## src/rtl/reorder_buffer_pkg.sv

```systemverilog
// Shared widths, the per-entry payload layout and the reserved no-dependency tag
// for the reorder buffer and its query ports.
package reorder_buffer_pkg;

   localparam int REG_W  = 5;
   localparam int DATA_W = 32;
   localparam int ADDR_W = 32;

   // Tag 0 means "no dependency"; it is never handed out at issue.
   localparam int NO_DEP = 0;

   typedef logic [REG_W-1:0]  reg_idx_t;
   typedef logic [DATA_W-1:0] data_t;
   typedef logic [ADDR_W-1:0] addr_t;

   typedef struct packed {
      reg_idx_t rd;
      data_t    val;
      logic     is_store;
      logic     is_branch;
      logic     pred_taken;
      logic     taken;
      addr_t    target;
      addr_t    pc;
   } rob_entry_t;

endpackage

```

## src/rtl/reorder_buffer_query.sv

```systemverilog
// Operand readiness lookup for one decoder query, including the same-cycle
// bypass from the result bus.
module rob_query_port
   import reorder_buffer_pkg::*;
#(
   parameter int ROB_WIDTH = 4
) (
   input  logic [ROB_WIDTH-1:0] index,
   input  logic                 cdb_valid,
   input  logic [ROB_WIDTH-1:0] cdb_index,
   input  data_t                cdb_val,
   input  logic                 slot_busy,
   input  logic                 slot_ready,
   input  data_t                slot_val,
   output logic                 ready,
   output data_t                val
);

   typedef logic [ROB_WIDTH-1:0] tag_t;

   always_comb begin
      ready = 1'b0;
      val   = '0;
      if (index == tag_t'(NO_DEP)) begin
         ready = 1'b1;
      end else if (cdb_valid && (cdb_index == index)) begin
         ready = 1'b1;
         val   = cdb_val;
      end else if (slot_busy && slot_ready) begin
         ready = 1'b1;
         val   = slot_val;
      end
   end

endmodule

```

## src/rtl/reorder_buffer.sv

```systemverilog
// In-order commit controller: hands out rename tags at issue, collects CDB results
// and retires the oldest ready entry per cycle as a register write, store release or branch check.
module reorder_buffer
   import reorder_buffer_pkg::*;
#(
   parameter int ROB_WIDTH = 4
) (
   input  logic                 clk_in,
   input  logic                 rst_in,
   input  logic                 rdy_in,
   input  logic                 issue_valid,
   input  logic [4:0]           issue_rd,
   input  logic                 issue_is_store,
   input  logic                 issue_is_branch,
   input  logic                 issue_pred_taken,
   input  logic [31:0]          issue_pc,
   output logic                 rob_full,
   output logic [ROB_WIDTH-1:0] rob_issue_index,
   input  logic                 cdb_valid,
   input  logic [ROB_WIDTH-1:0] cdb_rob_index,
   input  logic [31:0]          cdb_val,
   input  logic                 cdb_taken,
   input  logic [31:0]          cdb_target,
   input  logic [ROB_WIDTH-1:0] dc_to_rob_q1_index,
   input  logic [ROB_WIDTH-1:0] dc_to_rob_q2_index,
   output logic                 rob_to_dc_q1_ready,
   output logic                 rob_to_dc_q2_ready,
   output logic [31:0]          rob_to_dc_q1_val,
   output logic [31:0]          rob_to_dc_q2_val,
   output logic                 rob_to_reg_commit,
   output logic [ROB_WIDTH-1:0] rob_to_reg_rob_index,
   output logic [4:0]           rob_to_reg_index,
   output logic [31:0]          rob_to_reg_val,
   output logic                 rob_to_lsb_store_commit,
   output logic [ROB_WIDTH-1:0] rob_to_lsb_rob_index,
   output logic                 rob_clr,
   output logic [31:0]          rob_clr_pc
);

   localparam int ROB_SIZE = (1 << ROB_WIDTH) - 1;
   typedef logic [ROB_WIDTH-1:0] tag_t;
   localparam tag_t FIRST_TAG = tag_t'(1);
   localparam tag_t LAST_TAG  = tag_t'(ROB_SIZE);

   // Slot 0 exists only so tags index directly; its busy bit is never set.
   rob_entry_t        entries [ROB_SIZE+1];
   logic [ROB_SIZE:0] busy;
   logic [ROB_SIZE:0] ready;
   tag_t              head, tail, count;

   logic     commit_q, store_q, clr_q;
   tag_t     commit_tag_q, store_tag_q;
   reg_idx_t commit_rd_q;
   data_t    commit_val_q;
   addr_t    clr_pc_q;

   logic do_issue, do_cdb, do_commit, mispredict;

   function automatic tag_t next_tag(input tag_t t);
      return (t == LAST_TAG) ? FIRST_TAG : t + FIRST_TAG;
   endfunction

   // Commit looks only at registered readiness, so a CDB write to the head waits a cycle.
   assign do_commit  = busy[head] && ready[head];
   assign mispredict = entries[head].is_branch && (entries[head].taken != entries[head].pred_taken);
   assign do_issue   = issue_valid && (count != LAST_TAG);
   assign do_cdb     = cdb_valid && busy[cdb_rob_index];

   always_ff @(posedge clk_in) begin
      if (rst_in) begin
         head         <= FIRST_TAG;
         tail         <= FIRST_TAG;
         count        <= '0;
         busy         <= '0;
         ready        <= '0;
         commit_q     <= 1'b0;
         store_q      <= 1'b0;
         clr_q        <= 1'b0;
         commit_tag_q <= '0;
         store_tag_q  <= '0;
         commit_rd_q  <= '0;
         commit_val_q <= '0;
         clr_pc_q     <= '0;
      end else if (rdy_in) begin
         commit_q <= 1'b0;
         store_q  <= 1'b0;
         clr_q    <= 1'b0;
         if (clr_q) begin
            // The branch has already retired; everything still queued is wrong-path.
            head  <= FIRST_TAG;
            tail  <= FIRST_TAG;
            count <= '0;
            busy  <= '0;
         end else begin
            if (do_cdb) begin
               ready[cdb_rob_index]          <= 1'b1;
               entries[cdb_rob_index].val    <= cdb_val;
               entries[cdb_rob_index].taken  <= cdb_taken;
               entries[cdb_rob_index].target <= cdb_target;
            end
            if (do_issue) begin
               busy[tail]                <= 1'b1;
               ready[tail]               <= 1'b0;
               entries[tail].rd          <= issue_rd;
               entries[tail].is_store    <= issue_is_store;
               entries[tail].is_branch   <= issue_is_branch;
               entries[tail].pred_taken  <= issue_pred_taken;
               entries[tail].pc          <= issue_pc;
               tail                      <= next_tag(tail);
            end
            if (do_commit) begin
               busy[head]   <= 1'b0;
               head         <= next_tag(head);
               commit_q     <= (entries[head].rd != '0);
               commit_tag_q <= head;
               commit_rd_q  <= entries[head].rd;
               commit_val_q <= entries[head].val;
               store_q      <= entries[head].is_store;
               store_tag_q  <= head;
               if (mispredict) begin
                  clr_q    <= 1'b1;
                  clr_pc_q <= entries[head].target;
               end
            end
            count <= count + tag_t'(do_issue) - tag_t'(do_commit);
         end
      end
   end

   assign rob_full        = (count >= tag_t'(ROB_SIZE - 1));
   assign rob_issue_index = tail;

   // Pulses are held while stalled and only shown once rdy_in returns.
   assign rob_to_reg_commit       = commit_q && rdy_in;
   assign rob_to_reg_rob_index    = commit_tag_q;
   assign rob_to_reg_index        = commit_rd_q;
   assign rob_to_reg_val          = commit_val_q;
   assign rob_to_lsb_store_commit = store_q && rdy_in;
   assign rob_to_lsb_rob_index    = store_tag_q;
   assign rob_clr                 = clr_q && rdy_in;
   assign rob_clr_pc              = clr_pc_q;

   rob_query_port #(.ROB_WIDTH(ROB_WIDTH)) u_query1 (
      .index      (dc_to_rob_q1_index),
      .cdb_valid  (cdb_valid),
      .cdb_index  (cdb_rob_index),
      .cdb_val    (cdb_val),
      .slot_busy  (busy[dc_to_rob_q1_index]),
      .slot_ready (ready[dc_to_rob_q1_index]),
      .slot_val   (entries[dc_to_rob_q1_index].val),
      .ready      (rob_to_dc_q1_ready),
      .val        (rob_to_dc_q1_val)
   );

   rob_query_port #(.ROB_WIDTH(ROB_WIDTH)) u_query2 (
      .index      (dc_to_rob_q2_index),
      .cdb_valid  (cdb_valid),
      .cdb_index  (cdb_rob_index),
      .cdb_val    (cdb_val),
      .slot_busy  (busy[dc_to_rob_q2_index]),
      .slot_ready (ready[dc_to_rob_q2_index]),
      .slot_val   (entries[dc_to_rob_q2_index].val),
      .ready      (rob_to_dc_q2_ready),
      .val        (rob_to_dc_q2_val)
   );

endmodule

```

## config.mk

```make
export PLATFORM = sky130hd
export DESIGN_NAME = reorder_buffer
export DESIGN_NICKNAME = d
export VERILOG_FILES = /design/src/rtl/reorder_buffer_pkg.sv /design/src/rtl/reorder_buffer_query.sv /design/src/rtl/reorder_buffer.sv
export SDC_FILE = /design/constraint.sdc
export NUM_CORES = 2
export LEC_CHECK = 0
export ABC_CLOCK_PERIOD_IN_PS = 20200
export BUFFER_PORTS_ARGS = -buffer_cell sky130_fd_sc_hd__buf_2
export CORE_UTILIZATION = 45
export DETAILED_ROUTE_END_ITERATION = 7
export MAX_ROUTING_LAYER = met4
export PLACE_DENSITY = 0.63
export SETUP_SLACK_MARGIN = 0.1
export SYNTH_ARGS = -nofsm -noshare
export SYNTH_HDL_FRONTEND = slang
export SYNTH_SLANG_ARGS = --single-unit
```

## constraint.sdc

```tcl
create_clock -name clk_in -period 20.2 [get_ports clk_in]
set_input_delay 4.04 -clock clk_in [delete_from_list [all_inputs] [get_ports clk_in]]
set_output_delay 4.04 -clock clk_in [all_outputs]
set_load 0.02 [all_outputs]
```

==> load_flow_metrics.sql <==
INSERT INTO impl_metrics (metric_group, metric, value, unit) VALUES
('clock_network', 'cts_max_path_buffers', '3', ''),
('logic_synthesis', 'synth_top_area_share', '60.1', '%'),
('clock_network', 'cts_tree', 'done', ''),
('critical_path', 'critical_path_arrival', '8.42', 'ns'),
('clock_network', 'clock_sinks', '1292', ''),
('placed_design', 'place_hpwl', '90300', 'um'),
('critical_path', 'critPathLaunch', 'dc_to_rob_q2_index[1]', ''),
('logic_synthesis', 'synthesis.area_per_instance', '18.8', 'um2'),
('placed_design', 'placedCellCount', '4914', ''),
('clock_network', 'tritoncts.num_buffers', '137', ''),
('logic_synthesis', 'synth_top_area_cell', 'edfxtp_1', ''),
('clock_network', 'worst_skew_pair.late_latency', '0.77', 'ns'),
('critical_path', 'crit_required', '16.16', 'ns'),
('final_layout', 'final_standard_cell_area_without_fillers', '0.0661', 'mm2'),
('outcome', 'status', 'complete, no violations', ''),
('timing', 'fin_setup_tns', '0', 'ns'),
('floorplanning', 'fp.dieH', '362', 'um'),
('global_routing', 'grt_antenna_before_repair', '18', ''),
('logic_synthesis', 'netlist_top_cells_count', '1168 x edfxtp_1, 633 x mux4_2, 197 x nand2_1', ''),
('floorplanning', 'die_x', '362', 'um'),
('clock_network', 'cts.repair.resized', '0', ''),
('hold_path', 'hold_path.startpoint', 'rob_to_reg_val[27]$_SDFFE_PP0P_', ''),
('logic_synthesis', 'async_flop_share', '0', '%'),
('logic_synthesis', 'post_synthesis_cell_area', '0.0584', 'mm2'),
('critical_path', 'crit_end_element', 'output pin', ''),
('global_routing', 'groute.usage.overall', '26.4', '%'),
('critical_path', 'cp_slowest_cell', 'o31ai_1', ''),
('floorplanning', 'floorplan.io_pins', '273', ''),
('clock_network', 'htree_num_levels', '4', ''),
('clock_network', 'clock-root-buffer', 'clkbuf_16', ''),
('routing', 'routedWlPerCell', '32.1', 'um'),
('final_layout', 'area.growth.synth_to_final', '13.2', '%'),
('final_layout', 'final_layout_size_suffix_gt1_share', '35.3', '%'),
('timing', 'max_freq', '80.2', 'MHz'),
('routing', 'detail_route.drc_violations', '0', ''),
('pwr', 'power.leakage', '21.2', 'nW'),
('timing', 'transition_time_at_the_pin_with_the_least_slew_margin', '1.21', 'ns'),
('timing', 'setup_repair_after_global_routing_missed_its_margin', 'no', ''),
('critical_path', 'timing.critical_path.mode_cell', 'buf_4', ''),
('floorplanning', 'floorplan.initialDensity', '45.6', '%'),
('clock_network', 'worst_setup_hold_path_clk_slew', '0.06', 'ns'),
('logic_synthesis', 'synth.ff_latch_count', '1292', ''),
('pwr', 'p_per_area', '90.8', 'mW/mm2'),
('floorplanning', 'die-area', '0.131', 'mm2'),
('hold_path', 'min_path_type', 'reg -> reg', ''),
('final_layout', 'layout.core_utilization', '51.6', '%'),
('pwr', 'vdd_ir_drop_max', '0.0568', 'mV'),
('timing', 'final.min_clock_period', '12.46', 'ns'),
('timing', 'finalClockSkew', '0.0357', 'ns'),
('clock_network', 'post-cts-setup-buffer-count', '0', ''),
('flow_run', 'drv_cap', '0', ''),
('routing', 'aggregate_routed_wire_length', '166000', 'um'),
('critical_path', 'cpLargestDelayFamily', 'buffers and inverters', ''),
('global_routing', 'grt_pass1_wl', '241000', 'um'),
('pwr', 'power_consumption', '6.01', 'mW'),
('logic_synthesis', 'ys_seq_area_share', '64.3', '%'),
('timing', 'timing_hold_violations_final', '0', ''),
('logic_synthesis', 'synth-main-ff-cell', 'edfxtp_1', ''),
('logic_synthesis', 'synth_warnings', '0', ''),
('logic_synthesis', 'synth.most_common_cell', 'edfxtp_1', ''),
('final_layout', 'final-instance-count-excl-fill', '5180', ''),
('critical_path', 'max_stage_delay', '1.04', 'ns'),
('global_routing', 'largest_net_degree_at_the_start_of_global_routing', '108', ''),
('logic_synthesis', 'synthCells', '3099', ''),
('timing', 'setup-violations-final', '0', ''),
('critical_path', 'timing.setup.critical_path_class', 'in -> out', ''),
('routing', 'detail_route.first_pass.iterations', '5', ''),
('global_routing', 'overall_overflow_remaining_after_global_route', '0', ''),
('critical_path', 'cp_cell_sequence', 'buf_4 -> buf_4 -> buf_4 -> xnor2_1 -> nand4_1 -> o22ai_1 -> o21ai_0 -> nand2b_2 -> buf_4 -> o31ai_1 -> buf_2', ''),
('logic_synthesis', 'area_contributors_post_synth', 'edfxtp_1 60%, mux4_2 24%, dfxtp_1 4.3%', ''),
('timing', 'fin_crit_sh', '61.7', '%');
worst register-to-register path, delay by kind of cell, from the launching register on:
kind                   cells  cell delay, ns
muxes                      2            0.99
and+or+nand+nor            1            0.21
buffers and inverters      3            2.58
DFF                        1            0.77
AOI/OAI and AO/OA          1            0.10
report_power, final:
part | internal, mW | leakage, nW | switching, mW | total (mW)
Clock | 1.49 | 2.23 | 1.06 | 2.55
Combinational | 0.225 | 7.47 | 0.294 | 0.519
Sequential | 2.92 | 11.5 | 0.0170 | 2.94
flip-flops by register name, summed over array words and instances (netlist names), 4 cells and up, named ones only:
| signal | cells |
|---|---|
| busy | 16 |
| rob_clr_pc | 32 |
| rob_issue_index | 4 |
| head | 4 |
| rob_to_reg_val | 32 |
| count | 4 |
| rob_to_lsb_rob_index | 4 |
| ready | 16 |
| rob_to_reg_index | 5 |
| entries | 1168 |
routing by layer:
metal,share of wire [%],global-route usage (%)
met5,0,-
met4,2.8,7.99
met3,10,6.18
met2,48,40.4
met1,39,35.3
final cells by class:
| class | instances | area, um2 |
|---|---|---|
| Clock inverter | 68 | 792 |
| Multi-Input combinational cell | 1503 | 19600 |
| Inverter | 60 | 225 |
| Timing Repair Buffer | 330 | 1930 |
| Fill cell | 10200 | 62000 |
| Clock buffer | 186 | 3790 |
| Sequential cell | 1292 | 37600 |
| Tap cell | 1729 | 2160 |
| Antenna cell | 12 | 30.0 |
kinds of logic after synthesis:
kind of cell | synth area share [%]
mux | 25.9
flops | 64.3
buf+inv | 2.31
simple gates | 3.11
fa+ha+maj | 0.313
compound gates | 3.90
xor+xnor | 0.180
through the flow:
step | setup WS [ns] | hold slack [ns]
2_1_floorplan | 8.08 | 0.439
6_report | 7.74 | 0.449
5_1_grt | 7.56 | 0.479
3_3_place_gp | 7.92 | 0.442
4_1_cts | 7.93 | 0.453
3_5_place_dp | 7.94 | 0.445
cells in the final DEF, fill, tap and decap left out, drive strengths merged, types with 9 or more instances in the layout:
cell and n:
a21oi 143, a22oi 18, a311oi 12, buf 329, bufinv 13, clkbuf 187
clkinv 45, dfxtp 124, diode 12, edfxtp 1168, ha 13, inv 67
mux2i 78, mux4 635, nand2 197, nand3 45, nand4 12, nand4b 9
nor2 54, nor3 28, nor4 14, o21ai 90, o221ai 38, o22ai 20
o31ai 19
final timing paths:
kind | endpoint | slack, ns | depth (start not counted)
setup / recovery | rob_to_dc_q2_val[5] | 7.74 | 11
hold / removal | rob_to_reg_val[27]$_SDFFE_PP0P_ | 0.45 | 2
setup reg to reg | rob_to_reg_val[10]$_SDFFE_PP0P_ | 15.38 | 7
hold reg to reg | rob_to_reg_val[27]$_SDFFE_PP0P_ | 0.45 | 2
Note: power is estimated with default switching activity, not from simulation.
